--- src/rtl/wb_slave_mem.sv ---
// Wishbone classic-cycle slave memory: configurable depth, byte-lane writes,
// programmable wait states, error response for out-of-range word addresses and
// cycle abort during wait states. Outputs are registered; memory is not reset.
module wb_slave_mem #(
  parameter int unsigned DATA_WIDTH  = 32,
  parameter int unsigned ADDR_WIDTH  = 32,
  parameter int unsigned DEPTH       = 16,
  parameter int unsigned WAIT_STATES = 0
) (
  input  logic                    clk,
  input  logic                    rst,
  input  logic                    cyc_i,
  input  logic                    stb_i,
  input  logic                    we_i,
  input  logic [DATA_WIDTH/8-1:0] sel_i,
  input  logic [ADDR_WIDTH-1:0]   adr_i,
  input  logic [DATA_WIDTH-1:0]   dat_i,
  output logic [DATA_WIDTH-1:0]   dat_o,
  output logic                    ack_o,
  output logic                    err_o
);

  localparam int unsigned NumBytes = DATA_WIDTH / 8;
  localparam int unsigned IdxW     = (DEPTH > 1) ? $clog2(DEPTH) : 1;

  // Depth widened by one bit so DEPTH == 2^ADDR_WIDTH still compares correctly.
  localparam logic [ADDR_WIDTH:0] DepthExt = (ADDR_WIDTH + 1)'(DEPTH);
  // Wait counter counts down from WAIT_STATES-1; only used when WAIT_STATES > 0.
  localparam logic [7:0]          CntLoad  = 8'(WAIT_STATES - 1);

  localparam logic [1:0] StIdle = 2'd0;
  localparam logic [1:0] StWait = 2'd1;
  localparam logic [1:0] StResp = 2'd2;

  logic [1:0]            state_q, state_d;
  logic [7:0]            cnt_q, cnt_d;
  logic                  ack_q, ack_d;
  logic                  err_q, err_d;
  logic [DATA_WIDTH-1:0] dat_q, dat_d;

  logic [DATA_WIDTH-1:0] mem_q [DEPTH];

  logic                  req;
  logic                  in_range;
  logic                  term;
  logic                  wr_en;
  logic [IdxW-1:0]       idx;
  logic [DATA_WIDTH-1:0] rd_word;

  assign req      = cyc_i & stb_i;
  assign in_range = ({1'b0, adr_i} < DepthExt);
  assign idx      = adr_i[IdxW-1:0];
  assign rd_word  = mem_q[idx];

  // Next-state, wait counter and termination decode.
  always_comb begin
    state_d = state_q;
    cnt_d   = cnt_q;
    ack_d   = 1'b0;
    err_d   = 1'b0;
    dat_d   = dat_q;
    term    = 1'b0;

    case (state_q)
      StIdle: begin
        if (req) begin
          if (WAIT_STATES == 0) begin
            term    = 1'b1;
            state_d = StResp;
          end else begin
            cnt_d   = CntLoad;
            state_d = StWait;
          end
        end
      end
      StWait: begin
        if (!req) begin
          // Master abandoned the cycle: drop it silently.
          state_d = StIdle;
          cnt_d   = 8'd0;
        end else if (cnt_q == 8'd0) begin
          term    = 1'b1;
          state_d = StResp;
        end else begin
          cnt_d = cnt_q - 8'd1;
        end
      end
      StResp: begin
        // Request inputs are ignored here; ack/err fall via the defaults.
        state_d = StIdle;
      end
      default: begin
        state_d = StIdle;
        cnt_d   = 8'd0;
      end
    endcase

    if (term) begin
      if (!in_range) begin
        err_d = 1'b1;
      end else begin
        ack_d = 1'b1;
        if (!we_i) begin
          dat_d = rd_word;
        end
      end
    end
  end

  assign wr_en = term & in_range & we_i;

  // Control and response registers with synchronous active-low reset.
  always_ff @(posedge clk) begin
    if (!rst) begin
      state_q <= StIdle;
      cnt_q   <= 8'd0;
      ack_q   <= 1'b0;
      err_q   <= 1'b0;
      dat_q   <= '0;
    end else begin
      state_q <= state_d;
      cnt_q   <= cnt_d;
      ack_q   <= ack_d;
      err_q   <= err_d;
      dat_q   <= dat_d;
    end
  end

  // Byte-lane write into the storage array; blocked on a reset edge.
  always_ff @(posedge clk) begin
    if (rst && wr_en) begin
      for (int n = 0; n < NumBytes; n++) begin
        if (sel_i[n]) begin
          mem_q[idx][8*n +: 8] <= dat_i[8*n +: 8];
        end
      end
    end
  end

  assign dat_o = dat_q;
  assign ack_o = ack_q;
  assign err_o = err_q;

endmodule

--- config.mk ---
export PLATFORM = sky130hd
export DESIGN_NAME = wb_slave_mem
export DESIGN_NICKNAME = d
export VERILOG_FILES = /design/src/rtl/wb_slave_mem.sv
export SDC_FILE = /design/constraint.sdc
export NUM_CORES = 1
export LEC_CHECK = 0
export BUFFER_PORTS_ARGS = -buffer_cell sky130_fd_sc_hd__buf_2
export CAP_MARGIN = 20
export CORE_MARGIN = 4
export CORE_UTILIZATION = 60
export DETAILED_ROUTE_END_ITERATION = 8
export GPL_TIMING_DRIVEN = 0
export PLACE_DENSITY = 0.81
export SYNTH_ARGS = -nofsm -noshare
export SYNTH_HDL_FRONTEND = slang
export SYNTH_SLANG_ARGS = --single-unit
--- constraint.sdc ---
create_clock -name clk -period 3.52 [get_ports clk]
set_input_delay 0.704 -clock clk [delete_from_list [all_inputs] [get_ports clk]]
set_output_delay 0.704 -clock clk [all_outputs]
set_load 0.03 [all_outputs]
==> qor.txt <==
kind of end point of the critical path: register
Area contributors post-synth: edfxtp_1 (74%), mux4_2 (14%), dfxtp_1 (3.4%), a22o_1 (2.7%), nor2_1 (1.7%)
total wire length: 48000 um
Cell Pwr Density: 559 nW/um^2
area share of the largest cell type after synthesis: 74.0%
area grow syn2layout: 13.7%
WS Path Type: input port to register
post-synthesis sequential area ratio: 77.4%
CORE AREA: 33900 um^2
drt drc: 0
post-synthesis simple-gate area fraction: 3.47%
placed cells: 1560
XOR/XNOR Fraction of Synth Area: 0%
# Post-CTS Setup Buffers: 0
Post-DP HPWL: 29900 um
initial antenna violation count: 3
multi-input combinational cell area: 4400 um^2
Leakage: 7.66 nW
Longest Clk Path Bufs: 3
GR Overflow Total: 0
setup TNS: 0 ps
layout cell share with drive strength beyond 1: 28.7%
largest family of logic cells by synthesized area: multiplexers
clk sink count: 547
total iterations of the first detailed-routing run: 7
global-route wire length before repair: 70800 um
Clock Tree Root: clkbuf_16
H-tree Lvls: 2
Worst Setup SP: adr_i[2]
cts repair resizes: 0
Synth cell types: 21
fill count: 2019
worst-margin pin slew: 1120 ps
DR WL/cell: 28.9 um
largest area contributor in the netlist: edfxtp_1
Max Slew Vio Count: 0
starting density of the core: 61.3%
Post-DP Area: 21900 um^2
via count: 10923
vias in the first global route: 11230
r2r endpoint: mem_q[2][31]
TritonCTS Buffers: 52
final instance area: 23600 um^2
number of synthesized register bits: 547
# IOs: 107
hold depth: 2
Post-Synth Adder-Cell Area: 0%
Final Skew: 22.3 ps
multiplexer area fraction after synthesis: 13.9%
FMAX: 305 MHz
pin count of the biggest net entering global routing: 17
critical path capture point: mem_q[2][31]
Hold Vio Cnt, Final: 0
Initial DRC Count: 1444
Core Util, Final: 69.7%
Die Ht: 194 um
Finished Layout Cells: 1661
GRT Overall Usage: 25.3%
compound-gate portion of the synthesized area: 3.70%
Final min period: 3280 ps
Cells after Synth: 1007
num rows: 67
total power: 13.2 mW
nets@finish: 1240
GP Congestion: 0.843
CTS tree: yes
reg-to-reg startpoint: state_q[1]
Required @ worst endpoint: 3700 ps
Critical Path Start Type: input port
cells on worst reg2reg path: 5
fin crit share: 93.3%
mapped cell area: 20800 um^2
synth warn: 0
hold-fix buffer count after cts: 0
Max FO, Critical Path: 10
setup violators final: 0
RSZ-0062 raised after global routing: no
pre-CTS setup slack: -64.7 ps
antenna-violating nets left: 0
syn_area_per_cell: 20.6 um^2
Peak VDD IR: 446 uV
r2r setup slk: 720 ps
Clk pin slew, worst setup/hold paths: 60 ps
worst min path class: register to register
Arr. time, crit path: 3460 ps
die area: 37700 um^2
max cap viols: 0
clk_lat worst skew: 580 ps
final hold slack: 470 ps
Synthesized Nets: 1080
register area: 16100 um^2
Max-slew headroom: 25.0%
outcome: complete, no violations
PnR worst setup slack: 237 ps
chip width: 194 um
number of vias per cell: 6.58
port buffer count: 101
## worst min path at each step
stage,startpoint,end,slack (ps)
after floorplan,state_q[1],state_q[1],560
after CTS,dat_o[28],dat_o[28],470
after global placement,dat_o[27],dat_o[27],450
final,dat_o[28],dat_o[28],470
after global routing,dat_o[15],dat_o[15],500
after detailed placement,dat_o[28],dat_o[28],460
## power breakdown
| group | leakage, nW | switching, mW | internal, mW | total (mW) |
|---|---|---|---|---|
| logic | 1.94 | 0.338 | 0.220 | 0.558 |
| clock network | 0.833 | 2.33 | 3.21 | 5.54 |
| registers | 4.88 | 0.000268 | 7.10 | 7.10 |
| total | 7.66 | 2.67 | 10.5 | 13.2 |
## cell usage in the layout (no fill, tap or decap), drive strengths merged, types with 2 or more instances in the layout
cell type / instances
o22ai: 32
nand3: 3
and2: 2
mux4: 128
edfxtp: 512
bufinv: 3
dfxtp: 35
a22o: 64
nor4: 11
diode: 3
clkbuf: 107
nor2: 94
nor2b: 4
nand2: 46
and3: 3
buf: 141
clkinv: 12
inv: 3
nand4: 5
## critical path: stages
cell and delay [ps]:
clkbuf_1 220, nor2_1 830, clkbuf_1 510, nand2_1 320
nor2_1 880
## sequential cells by signal, indices dropped and copies added, names as in the netlist
name	flops
dat_o	32
err_o	1
ack_o	1
mem_q	512
state_q	1
## synth_stat cells (all sizes together)
| cell type | n |
|---|---|
| and4b | 1 |
| and4 | 1 |
| a22o | 64 |
| clkbuf | 29 |
| nor2 | 94 |
| nor2b | 4 |
| edfxtp | 512 |
| nand4 | 5 |
| a21boi | 1 |
| buf | 35 |
| nand2 | 46 |
| and3 | 3 |
| o22ai | 32 |
| nor4 | 11 |
| mux4 | 128 |
| dfxtp | 35 |
| nand3 | 3 |
| and2 | 2 |
| nor3 | 1 |
## cell families after synthesis
family | count (synthesis)
multiplexers | 128
buffers and inverters | 64
AO/OA/AOI/OAI | 97
flip-flops | 547
AND/OR/NAND/NOR | 171
## metal layers
metal | vias to the layer above | global-route usage, % | part of all wire [%]
met5 | - | 0 | 0.087
met4 | 4 | 8.54 | 3.8
met3 | 157 | 5.75 | 9.8
met2 | 735 | 40.7 | 50
met1 | 5540 | 35.2 | 37
li1 | 4487 | - | -
## layout make-up
class	instances	area share (%)
multi-input combinational	396	18.6
tap	448	2.38
clock inverter	19	0.758
timing repair buffer	106	2.30
antenna	3	0.0318
sequential	547	68.1
buffer	64	1.35
clock buffer	78	6.44
Note: power is estimated with default switching activity, not from simulation.
